### config.mk
export PLATFORM = sky130hd
export DESIGN_NAME = cskip_adder_pipe
export DESIGN_NICKNAME = d
export VERILOG_FILES = /design/src/rtl/cskip_pkg.sv /design/src/rtl/cskip_seg.sv /design/src/rtl/cskip_adder_pipe.sv
export SDC_FILE = /design/constraint.sdc
export NUM_CORES = 1
export LEC_CHECK = 0
export ABC_AREA = 1
export BUFFER_PORTS_ARGS = -buffer_cell sky130_fd_sc_hd__buf_2
export CAP_MARGIN = 20
export CORE_ASPECT_RATIO = 1.1
export CORE_UTILIZATION = 55
export DETAILED_ROUTE_END_ITERATION = 10
export GPL_ROUTABILITY_DRIVEN = 0
export GPL_TIMING_DRIVEN = 0
export PLACE_DENSITY = 0.83
export SYNTH_ARGS = -nofsm -noshare
export SYNTH_HDL_FRONTEND = slang
export SYNTH_SLANG_ARGS = --single-unit
### constraint.sdc
create_clock -name clk -period 8.46 [get_ports clk]
set_input_delay 0.423 -clock clk [delete_from_list [all_inputs] [get_ports clk]]
set_output_delay 0.423 -clock clk [all_outputs]
set_load 0.01 [all_outputs]
### src/rtl/cskip_pkg.sv
// Default geometry for the pipelined carry-skip adder and the segment-width helper.
package cskip_pkg;
  localparam int WIDTH_DEF = 32;
  localparam int BLK_DEF   = 4;
  localparam int NSEG_DEF  = 2;

  function automatic int seg_w(input int width, input int nseg);
    return width / nseg;
  endfunction
endpackage

### src/rtl/cskip_seg.sv
// One pipeline segment: BLK-bit ripple blocks chained through skip muxes.
module cskip_seg #(
  parameter int SEG_W = 16,
  parameter int BLK   = 4
) (
  input  logic [SEG_W-1:0] a,
  input  logic [SEG_W-1:0] b,
  input  logic             cin,
  output logic [SEG_W-1:0] sum,
  output logic             cout,
  output logic             msb_cin
);
  localparam int NBLK = SEG_W / BLK;

  logic [SEG_W-1:0] p, g;
  logic [SEG_W:0]   c;

  assign p = a ^ b;
  assign g = a & b;

  always_comb begin
    c    = '0;
    c[0] = cin;
    for (int j = 0; j < NBLK; j++) begin
      for (int i = 0; i < BLK - 1; i++)
        c[j*BLK+i+1] = g[j*BLK+i] | (p[j*BLK+i] & c[j*BLK+i]);
      // whole block propagates: pass the block carry-in straight across
      c[(j+1)*BLK] = (&p[j*BLK +: BLK]) ? c[j*BLK]
                   : (g[(j+1)*BLK-1] | (p[(j+1)*BLK-1] & c[(j+1)*BLK-1]));
    end
  end

  assign sum     = p ^ c[SEG_W-1:0];
  assign cout    = c[SEG_W];
  assign msb_cin = c[SEG_W-1];
endmodule

### src/rtl/cskip_adder_pipe.sv
// NSEG-stage pipelined carry-skip adder/subtractor with valid/ready flow control.
// Define CSKIP_OVF_EN to add the signed-overflow output ovf.
module cskip_adder_pipe
  import cskip_pkg::*;
#(
  parameter int WIDTH = WIDTH_DEF,
  parameter int BLK   = BLK_DEF,
  parameter int NSEG  = NSEG_DEF
) (
  input  logic             clk,
  input  logic             rst_n,
  input  logic             in_valid,
  output logic             in_ready,
  input  logic [WIDTH-1:0] a,
  input  logic [WIDTH-1:0] b,
  input  logic             cin,
  input  logic             sub,
  output logic             out_valid,
  input  logic             out_ready,
  output logic [WIDTH-1:0] sum,
  output logic             cout
`ifdef CSKIP_OVF_EN
  ,
  output logic             ovf
`endif
);
  localparam int SEG_W = seg_w(WIDTH, NSEG);

  if (WIDTH % (NSEG * BLK) != 0) begin : g_chk
    $error("cskip_adder_pipe: WIDTH must be a multiple of NSEG*BLK");
  end

  logic            adv;
  logic [NSEG-1:0] vld_pipe;

  assign adv       = !out_valid | out_ready;
  assign in_ready  = adv;
  assign out_valid = vld_pipe[NSEG-1];

  always_ff @(posedge clk or negedge rst_n)
    if (!rst_n)   vld_pipe <= '0;
    else if (adv) vld_pipe <= NSEG'({vld_pipe, in_valid & in_ready});

  // x carries {unprocessed a bits, resolved sum bits}; y carries only the b bits
  // still to be consumed, so the operand skew shrinks stage by stage.
  for (genvar k = 0; k < NSEG; k++) begin : g_stg
    localparam int LO = k * SEG_W;
    localparam int RW = WIDTH - LO;
    localparam logic [WIDTH-1:0] MASK = WIDTH'({SEG_W{1'b1}}) << LO;

    logic [WIDTH-1:0] x_in, x_nxt, x_q;
    logic [RW-1:0]    y_in;
    logic [SEG_W-1:0] s;
    logic             c_in, c_nxt, c_q, msb;
    logic             unused_msb;

    if (k == 0) begin : g_src
      assign x_in = a;
      assign y_in = b ^ {WIDTH{sub}};
      assign c_in = sub | cin;
    end else begin : g_lnk
      assign x_in = g_stg[k-1].x_q;
      assign y_in = g_stg[k-1].g_y.y_q;
      assign c_in = g_stg[k-1].c_q;
    end

    cskip_seg #(.SEG_W(SEG_W), .BLK(BLK)) u_seg (
      .a      (x_in[LO +: SEG_W]),
      .b      (y_in[SEG_W-1:0]),
      .cin    (c_in),
      .sum    (s),
      .cout   (c_nxt),
      .msb_cin(msb)
    );

    assign x_nxt      = (x_in & ~MASK) | (WIDTH'(s) << LO);
    assign unused_msb = msb;

    always_ff @(posedge clk or negedge rst_n)
      if (!rst_n) begin
        x_q <= '0;
        c_q <= 1'b0;
      end else if (adv) begin
        x_q <= x_nxt;
        c_q <= c_nxt;
      end

    if (k < NSEG - 1) begin : g_y
      logic [RW-SEG_W-1:0] y_q;
      always_ff @(posedge clk or negedge rst_n)
        if (!rst_n)   y_q <= '0;
        else if (adv) y_q <= y_in[RW-1:SEG_W];
    end
  end

  assign sum  = g_stg[NSEG-1].x_q;
  assign cout = g_stg[NSEG-1].c_q;

`ifdef CSKIP_OVF_EN
  logic ovf_q;
  always_ff @(posedge clk or negedge rst_n)
    if (!rst_n)   ovf_q <= 1'b0;
    else if (adv) ovf_q <= g_stg[NSEG-1].c_nxt ^ g_stg[NSEG-1].msb;
  assign ovf = ovf_q;
`endif
endmodule

== Word-level counts from Yosys, hierarchy flattened ==
Index checks and enable logic that the tools add are counted.
Word-level totals
  memory bits (writable): 0
  memories kept: 0
  latch bits: 0
  register bits after elaboration: 84
  output and inout bits: 35
  ROM bits: 0
  logic and storage cells: 99
Cells by class
  shift-type cells: 0
  order comparisons: 0
  reductions and logical operators: 9
  equality and inequality tests: 0
  bitwise operators: 76
  multiplexer cells: 8
  $add $sub $neg: 0
  divide/modulo/power cells: 0
  $mul: 0
Operators with widths (count)
  $xor 16x16->16: 4
  $or 1x1->1: 34
  $and 1x1->1: 33
  $and 16x16->16: 2
  $or 16x32->32: 1
  $or 32x16->32: 1
  $reduce_and 4->1: 8
  $xor 32x32->32: 1
  $mux 1: 8
  $logic_not 1->1: 1

== Depth between registers and ports, before layout ==
Gate-level depths: netlist of the first run.
  depth in word-level cells: 38
  depth in mapped cells: 31
  depth with buffers taken out: 30

== Modules after synthesis ==
Synthesis of the first run repeated with hierarchy kept, for this count alone.
Second synthesis, totals
  cell total of the unflattened synthesis: 540
  area, all modules: 4890.9 µm²
Modules (own cells, without submodules)
  cskip_adder_pipe: instances 1, cells each 410, area each 3507.1 µm²
  cskip_seg: instances 2, cells each 65, area each 691.9 µm²

== Least setup slack after synthesis of the first run ==
No wires, ideal clock.
  path kind: input -> register
  start point: input sub
  end point: register g_stg[0].x_q[15]
  slack: -257 ps
  stages: 29
  buffers on the path: 2
  setup time: 130 ps
  arrival: 8588 ps
  required time: 8330 ps
  path through: buf_6 -> buf_4 -> xnor2_1 -> fa_1 -> fa_1 -> fa_1 -> fa_1 -> o21bai_1 -> and2_1 -> fa_1 -> fa_1 -> fa_1 -> fa_1 -> o21ai_0 -> and2_1 -> inv_1 -> fa_1 -> fa_1 -> fa_1 -> fa_1 -> or2_2 -> and2_1 -> fa_1 -> fa_1 -> fa_1 -> inv_1 -> fa_1 -> nand2_1 -> o21ai_1
Between the ends
  longest elaborated chain between the ends: 37
  elaborated cells between the ends (all ways): 42
  those cells by class: mux (3); bitwise (36); reduce/logical (3)
Ends and longest elaborated chain
  start: declaration: RTL line cskip_adder_pipe.sv:17  | input logic sub,
  $xor 32x32->32: RTL line cskip_adder_pipe.sv:59  | assign y_in = b ^ {WIDTH{sub}};
  $xor 16x16->16: RTL line cskip_seg.sv:18  | assign p = a ^ b;
  $and 1x1->1: RTL line cskip_seg.sv:26  | c[j*BLK+i+1] = g[j*BLK+i] | (p[j*BLK+i] & c[j*BLK+i]);
  $or 1x1->1: RTL line cskip_seg.sv:26
  $and 1x1->1: RTL line cskip_seg.sv:26
  $or 1x1->1: RTL line cskip_seg.sv:26
  $and 1x1->1: RTL line cskip_seg.sv:26
  $or 1x1->1: RTL line cskip_seg.sv:26
  (+22 left out)
  $or 1x1->1: RTL line cskip_seg.sv:26
  $and 1x1->1: RTL line cskip_seg.sv:26
  $or 1x1->1: RTL line cskip_seg.sv:26
  $and 1x1->1: RTL line cskip_seg.sv:26
  $or 1x1->1: RTL line cskip_seg.sv:26
  $xor 16x16->16 *: RTL line cskip_seg.sv:33  | assign sum = p ^ c[SEG_W-1:0];
  via g_stg[0].s[15]: RTL line cskip_adder_pipe.sv:53  | logic [SEG_W-1:0] s;
  $or 32x16->32 *: RTL line cskip_adder_pipe.sv:76  | assign x_nxt = (x_in & ~MASK) | (WIDTH'(s) << LO);
  end signal: assignment: RTL line cskip_adder_pipe.sv:84  | x_q <= x_nxt;
  end: declaration: RTL line cskip_adder_pipe.sv:51  | logic [WIDTH-1:0] x_in, x_nxt, x_q;
The timed path passes the listed nets; every way through them passes the cells marked *.
A chain may end at the register's enable or synchronous reset.

== Final worst setup path of the first run ==
Same ends and word-level chain as after synthesis.

==> results of run 1 <==
kinds of logic after synthesis:
group	Yosys count	share of synthesized area (%)
AOI/OAI and AO/OA	42	4.448
adders and majority gates	64	21.77
and+or+nand+nor	220	18.21
buffers and inverters	66	5.756
DFF	84	43.96
xor gates and xnor gates	32	5.861
worst min-delay path: stages:
cell and delay [ns]:
buf_2 0.07, nand2_1 0.04, nand2_1 0.04
metrics by stage:
step / setup WS, ns / std cells
after floorplan: 0.04617 / 508
after CTS: 0.04943 / 740
after global placement: -0.1986 / 722
after detailed placement: -0.3262 / 723
final: 0.2970 / 740
after global routing: 0.006674 / 740
layer usage:
layer	GRT usage (%)	part of all wire [%]	up-vias
met5	0	0	-
met4	10.13	2.7	0
met3	4.394	4.3	26
met2	43.71	51	102
met1	31.71	42	1782
li1	-	-	1760
area by class of cell:
cell class | instances | area [sq um] | share of cell area (%)
Clock inverter | 7 | 57.56 | 1.011
Clock buffer | 9 | 123.9 | 2.176
Inverter | 45 | 168.9 | 2.968
Timing Repair Buffer | 105 | 555.5 | 9.760
Multi-Input combinational cell | 358 | 2439 | 42.84
Tap cell | 111 | 138.9 | 2.440
Buffer | 21 | 106.4 | 1.869
Sequential cell | 84 | 2102 | 36.93
worst paths after layout:
kind,cells after the start,end,slack (ns)
worst max-delay path,29,g_stg[0].x_q[15]$_DFFE_PN0N_,0.30
worst min-delay path,3,g_stg[0].x_q[20]$_DFFE_PN0N_,0.24
worst max register to register,26,sum[31]$_DFFE_PN0N_,0.58
worst min register to register,2,sum[6]$_DFFE_PN0N_,0.47
max in group asynchronous,3,g_stg[0].x_q[29]$_DFFE_PN0N_,7.35
min in group asynchronous,2,sum[21]$_DFFE_PN0N_,0.51
synth_stat cells:
library cell / number / share of area [%]
o21bai_1: 1 / 0.16
nand3_1: 4 / 0.42
nor2_1: 12 / 0.94
ha_1: 32 / 8.4
o21ai_1: 4 / 0.42
nor2_4: 1 / 0.24
fa_1: 32 / 13
buf_4: 3 / 0.47
buf_2: 7 / 0.73
or2_2: 2 / 0.26
o21ai_0: 37 / 3.9
nand3_2: 2 / 0.42
xor2_1: 1 / 0.18
clkbuf_1: 10 / 0.79
xnor2_1: 31 / 5.7
buf_6: 1 / 0.24
inv_2: 1 / 0.078
and2_1: 4 / 0.52
dfrtp_1: 84 / 44
nand2_2: 1 / 0.13
inv_1: 44 / 3.5
or2_1: 1 / 0.13
nand2_1: 193 / 15
placed cells by master, fill, tap and decap left out, drive strengths merged, types with 6 or more instances in the layout:
cell / Yosys / routed
buf: 11 / 115
clkbuf: 10 / 19
dfrtp: 84 / 84
fa: 32 / 32
ha: 32 / 32
inv: 45 / 48
nand2: 194 / 194
nand3: 6 / 6
nor2: 13 / 13
o21ai: 41 / 41
xnor2: 31 / 31
repair_timing:
item / in CTS / in global routing
resized for setup: 0 / 5
endpoints found under the hold margin: 6 / 0
endpoints found under the setup margin: 0 / 2
hold buffers: 1 / 0
state kept, by name (all words and copies together) (netlist names):
signal,cells
cout,1
sum,32
vld_pipe,2
g_stg.c_q,1
g_stg.x_q,32
g_stg.g_y.y_q,16
power by group:
part | leakage, nW | switching, mW | internal (mW) | total [mW]
sequential | 1.01 | 0.0783 | 0.517 | 0.596
combinational | 1.89 | 0.252 | 0.187 | 0.439
clock | 0.0881 | 0.158 | 0.111 | 0.268
==> metrics.yaml, run 1 <==
detailed_routing:
  vias: 3670
  remaining_drc_errors: 0
  drt-initial-drc-count: 203
  wl_microns: 10460
  routedWlPerCell_microns: 14.13
  viasPerCell: 4.959
  drtPass1Iterations: 5
  antenna_left: 0
placed_design:
  port-buffer-count: 103
  dp_hpwl_microns: 8172
  post_dp_cell_area_sq_um: 5482
layout:
  antenna_cells: 0
  final_area_sq_um: 5692
  fillCellCount: 678
  syn_to_final_growth_pct: 19.02
  final_core_util_pct: 67.69
  final_nets: 758
  drive_gt1_share_pct: 23.69
timing:
  min_period_ns: 8.163
  finClkSkew_ns: 0.01414
  final-setup-viol-count: 0
  rsz0062_at_grt: "no"
  drv_slew: 0
  worst_hold_slack_ns: 0.2361
  worst_pin_slew_ns: 0.5955
  slew_headroom_pct: 60.30
  post-route-period-util_pct: 96.49
  hold_viol_final: 0
  final.setup.tns_ns: 0
  max_freq_mhz: 122.5
pwr:
  ir_worst_vdd_mv: 0.1255
  total_power_mw: 1.302
  p_per_area_nw_per_um2: 228.8
  p_leak_nw: 2.993
worst_setup_path:
  cpMostUsedCell: "fa_2"
  required_ns: 8.70
  max_stage_delay_ns: 0.42
  critPathMaxFanout: 10
  cpMaxStageDelayCell: "fa_1"
  crit_family: "adder cells"
  crit_type: "in -> reg"
  path_buf_inv: 4
  cp-start-kind: "input pin"
  end_kind: "register"
  cp_data_arrival_time_ns: 8.40
  r2r_start: "g_stg[0].x_q[16]$_DFFE_PN0N_"
  crit_path_start: "sub"
clocking:
  cts_sinks: 84
  path_clk_slew_ns: 0.10
  htree_num_levels: 3
  cts_root_buffer: "clkbuf_8"
  cts_setup_buffers: 0
  clock_path_buffers: 2
  cts-buffers-inserted: 9
  insertion_delay_ns: 0.37
  cts_tree: "done"
synthesis:
  ys_ff_latch: 84
  ys_warn_count: 0
  syn_area_sq_um: 4782
  synth_cells: 508
  synth_seq_area_share_pct: 43.96
  synthDistinctLibCells: 23
  syn_area_per_cell_sq_um: 9.414
  synth_fp_nets: 642
floorplan:
  die_h_microns: 99.80
  boundaryPins: 105
  dieArea_sq_um: 9072
  start_util_pct: 56.87
  die_w_microns: 90.91
  rows: 35
  design.core.area_sq_um: 8408
grt:
  grt_max_degree: 54
  grt_antenna_before_repair: 0
  grt.overflow.total: 0
  grt_pass1_wl_microns: 17840
  first_global_vias: 3866
  grt_use_total_pct: 25.21
min_path:
  worstHoldStart: "a[20]"
  min_path_type: "in -> reg"
run_status:
  status: "complete, no violations"
flow_run:
  maxCapViolCount: 0
No activity file was read; power rests on OpenSTA's default activity.
==> inputs of run 2 (changes only) <==
- CORE_UTILIZATION: 55 -> 59
- PLACE_DENSITY: 0.83 -> 0.88
- clock period: 8.46 -> 10.61 ns (I/O delays scaled with it)
==> metrics.yaml, run 2 (synthesis results as in run 1) <==
grt:
  first_global_vias: 3835
  grt_max_degree: 46
  grt_pass1_wl_microns: 17590
  grt.overflow.total: 0
  grt_antenna_before_repair: 1
  grt_use_total_pct: 28.24
placed_design:
  dp_hpwl_microns: 8129
  port-buffer-count: 103
timing:
  finClkSkew_ns: 0.01737
  post-route-period-util_pct: 83.57
  worst_pin_slew_ns: 0.5707
  final-setup-viol-count: 0
  min_period_ns: 8.867
  slew_headroom_pct: 61.96
  hold_viol_final: 0
  worst_hold_slack_ns: 0.1274
  final.setup.tns_ns: 0
  drv_slew: 0
  rsz0062_at_grt: "no"
  max_freq_mhz: 112.8
clocking:
  cts-buffers-inserted: 9
  cts_hold_buf: 0
  cts_root_buffer: "clkbuf_8"
  insertion_delay_ns: 0.37
  cts_setup_buffers: 0
  path_clk_slew_ns: 0.10
  htree_num_levels: 3
  cts_resized: 0
  clock_path_buffers: 2
  cts_sinks: 84
  cts_tree: "done"
pwr:
  p_per_area_nw_per_um2: 188.8
  p_leak_nw: 3.007
  total_power_mw: 1.071
  ir_worst_vdd_mv: 0.1295
worst_setup_path:
  max_stage_delay_ns: 0.44
  cpMaxStageDelayCell: "fa_1"
  crit_type: "in -> reg"
  crit_path_start: "sub"
  cpMostUsedCell: "fa_1"
  cp_data_arrival_time_ns: 9.11
  required_ns: 10.86
  r2r_start: "g_stg[0].x_q[16]$_DFFE_PN0N_"
  cp-start-kind: "input pin"
  end_kind: "register"
  crit_family: "adder cells"
  critPathMaxFanout: 10
  path_buf_inv: 4
detailed_routing:
  drt-initial-drc-count: 205
  drtPass1Iterations: 6
  antenna_left: 0
  wl_microns: 10740
  vias: 3686
  routedWlPerCell_microns: 14.57
  viasPerCell: 5.001
  remaining_drc_errors: 0
floorplan:
  dieArea_sq_um: 8470
  start_util_pct: 60.76
  design.core.area_sq_um: 7870
  die_h_microns: 96.43
  die_w_microns: 87.84
  rows: 34
  boundaryPins: 105
layout:
  final_nets: 757
  layout_commonest_cell: "nand2_1"
  fillCellCount: 541
  syn_to_final_growth_pct: 18.68
  final_cell_mix: "nand2_1 (193), buf_2 (109), dfrtp_1 (84)"
  drive_gt1_share_pct: 21.97
  multi_input_area_sq_um: 2405
  seqCellArea_sq_um: 2102
run_status:
  status: "complete, no violations"
min_path:
  min_path_type: "in -> async"
flow_run:
  maxCapViolCount: 0
-- run 2: stage by stage --
step | instance area [sq um] | worst slack, ns | util (%) | cells
after floorplan | 4782 | 1.785 | - | 508
after detailed placement | 5455 | 1.330 | 69.32 | 720
after CTS | 5673 | 1.706 | 72.08 | 736
after global routing | 5675 | 1.349 | 72.11 | 737
final | 5675 | 1.743 | 72.11 | 737
after global placement | 5433 | 1.533 | 69.03 | 719
-- run 2: per-layer routing --
layer | global-route usage, % | wire (microns) | vias up
met5 | 0 | 0 | -
met4 | 14.34 | 306 | 0
met3 | 5.183 | 587 | 24
met2 | 47.87 | 5599 | 117
met1 | 34.76 | 4245 | 1783
li1 | - | - | 1762
-- run 2: cell type report --
cell class	instances	share of cell area [%]
Multi-Input combinational cell	358	42.37
Sequential cell	84	37.04
Timing Repair Buffer	104	9.480
Inverter	45	2.976
Clock buffer	11	2.668
Tap cell	108	2.381
Buffer	21	1.874
Clock inverter	5	1.168
Antenna cell	1	0.04409
-- run 2: report_power, final --
part | total, mW | switching, mW | internal [mW]
clock | 0.248 | 0.123 | 0.125
sequential | 0.475 | 0.0627 | 0.412
combinational | 0.348 | 0.201 | 0.147
-- run 2: worst paths after layout --
kind,end,slack [ns],cells past startpoint
max in group asynchronous,g_stg[0].x_q[2]$_DFFE_PN0N_,9.86,2
setup / recovery,g_stg[0].x_q[15]$_DFFE_PN0N_,1.74,29
min in group clk,g_stg[0].x_q[20]$_DFFE_PN0N_,0.35,3
setup reg to reg,sum[31]$_DFFE_PN0N_,2.69,26
hold reg to reg,sum[7]$_DFFE_PN0N_,0.48,2
hold / removal,g_stg[0].x_q[20]$_DFFE_PN0N_,0.13,1
==> inputs of run 3 (changes only) <==
- CORE_UTILIZATION: 59 -> 55
- PLACE_DENSITY: 0.88 -> 0.83
- clock period: 10.61 -> 8.31 ns (I/O delays scaled with it)
==> metrics.yaml, run 3 (synthesis results as in run 1) <==
run_status:
  status: "complete, no violations"
grt:
  grt_antenna_before_repair: 0
  grt.overflow.total: 0
  grt_max_degree: 57
  first_global_vias: 3827
  grt_pass1_wl_microns: 17350
  grt_use_total_pct: 24.74
clocking:
  insertion_delay_ns: 0.36
  cts_sinks: 84
  htree_num_levels: 3
  cts_tree: "done"
  cts_root_buffer: "clkbuf_8"
  path_clk_slew_ns: 0.09
  cts-buffers-inserted: 9
  clock_path_buffers: 2
floorplan:
  die_h_microns: 99.80
  design.core.area_sq_um: 8408
  boundaryPins: 105
  start_util_pct: 56.87
  rows: 35
  die_w_microns: 90.91
  dieArea_sq_um: 9072
timing:
  rsz0062_at_grt: "no"
  min_period_ns: 8.003
  max_freq_mhz: 125.0
  drv_slew: 0
  hold_viol_final: 0
  slew_headroom_pct: 62.90
  post-route-period-util_pct: 96.30
  final.setup.tns_ns: 0
  worst_pin_slew_ns: 0.5566
  finClkSkew_ns: 0.01122
  final-setup-viol-count: 0
worst_setup_path:
  max_stage_delay_ns: 0.42
  critPathMaxFanout: 15
  end_kind: "register"
  rr_endpoint: "sum[31]$_DFFE_PN0N_"
  cp-start-kind: "input pin"
  cp_data_arrival_time_ns: 8.23
  path_buf_inv: 4
  crit_path_start: "sub"
  required_ns: 8.53
  crit_family: "adder cells"
  cpMaxStageDelayCell: "fa_1"
  r2r_slack_ns: 0.39
  crit_type: "in -> reg"
  r2r_start: "g_stg[0].x_q[16]$_DFFE_PN0N_"
  reg2regPathDepth: 26
  endpoint: "g_stg[0].x_q[15]$_DFFE_PN0N_"
  cpMostUsedCell: "fa_2"
  critical_path_cell_count: 29
detailed_routing:
  remaining_drc_errors: 0
  routedWlPerCell_microns: 14.25
  drtPass1Iterations: 4
  vias: 3689
  antenna_left: 0
  wl_microns: 10530
  drt-initial-drc-count: 217
  viasPerCell: 4.992
pwr:
  p_per_area_nw_per_um2: 237.6
  p_leak_nw: 3.006
  p_int_mw: 0.8619
  p_seq_share_pct: 44.7
  clockPowerShare_pct: 22.1
  p_sw_share_pct: 36.56
  combPwrFrac_pct: 33.3
  switchingPower_mw: 0.4968
  total_power_mw: 1.359
  ir_worst_vdd_mv: 0.1101
min_path:
  min_path_type: "in -> reg"
placed_design:
  dp_hpwl_microns: 8096
  port-buffer-count: 103
  dp_cells: 723
layout:
  final_nets: 757
  antenna_cells: 0
  drive_gt1_share_pct: 24.20
  final_cells: 739
  layout_commonest_cell: "nand2_1"
  syn_to_final_growth_pct: 19.57
  fillCellCount: 685
  final_cell_mix: "nand2_1 (193), buf_2 (109), dfrtp_1 (84)"
flow_run:
  maxCapViolCount: 0
==> run 3: cell types whose count changed in the layout (fill, tap and decap cells not counted), sizes merged <==
cell	previous run	this run
clkinv	0	2
dlygate4sd3	0	1
buf	115	114
diode	1	0
clkbuf	21	19
==> run 3: worst min-delay path, delay by kind of cell <==
kind,cells,cell delay [ns]
and+or+nand+nor,2,0.09
buffers and inverters,1,0.07
==> run 3: what timing repair did <==
action | CTS | global route
hold buffers | 1 | 0
setup buffers | 0 | 0
gates resized for setup | 0 | 7
endpoints found under the hold margin | 28 | 0
endpoints found under the setup margin | 0 | 2
==> run 3: power by group through the flow <==
stage / Sequential [mW] / Clock, mW / Combinational, mW
floorplan: 0.633 / 0 / 0.236
global placement: 0.608 / 0 / 0.421
detailed placement: 0.613 / 0 / 0.448
CTS: 0.607 / 0.302 / 0.451
global route: 0.621 / 0.319 / 0.519
finish: 0.607 / 0.300 / 0.452
==> run 3: metal layers <==
layer | share of wire, % | vias to the layer above | global-route usage [%]
li1 | - | 1755 | -
met1 | 39 | 1774 | 30.58
met2 | 51 | 133 | 42.83
met3 | 6.7 | 27 | 5.076
met4 | 2.8 | 0 | 10.13
met5 | 0 | - | 0
==> run 3: metrics by stage <==
step	hold WS (ns)	util, %	instance area, sq um	setup slack [ns]
6_report	0.2455	68.01	5718	0.3075
2_1_floorplan	0.1199	-	4802	0.002580
3_5_place_dp	0.3707	65.25	5487	-0.3723
5_1_grt	0.2426	68.01	5718	0.01677
3_3_place_gp	0.4320	64.90	5456	-0.2259
4_1_cts	0.2418	67.80	5700	0.01457
==> run 3: area by class of cell <==
class | instances | area, sq um | share of cell area [%]
clock inverters | 7 | 80.08 | 1.400
well taps | 111 | 138.9 | 2.429
flip-flops and latches | 84 | 2102 | 36.76
clock buffers | 9 | 123.9 | 2.166
repair buffers | 105 | 555.5 | 9.716
inverters | 45 | 168.9 | 2.954
multi-input cells | 358 | 2450 | 42.84
plain buffers | 20 | 98.84 | 1.729
==> run 3: worst min-delay path by stage <==
stage	start	endpoint	slack (ns)	cells after the start
global route	a[20]	g_stg[0].x_q[20]$_DFFE_PN0N_	0.24	3
floorplan	rst_n	cout$_DFFE_PN0N_	0.12	0
global placement	vld_pipe[0]$_DFFE_PN0N_	vld_pipe[1]$_DFFE_PN0N_	0.43	2
detailed placement	rst_n	g_stg[0].x_q[20]$_DFFE_PN0N_	0.37	1
CTS	a[25]	g_stg[0].x_q[25]$_DFFE_PN0N_	0.24	3
finish	a[25]	g_stg[0].x_q[25]$_DFFE_PN0N_	0.25	3
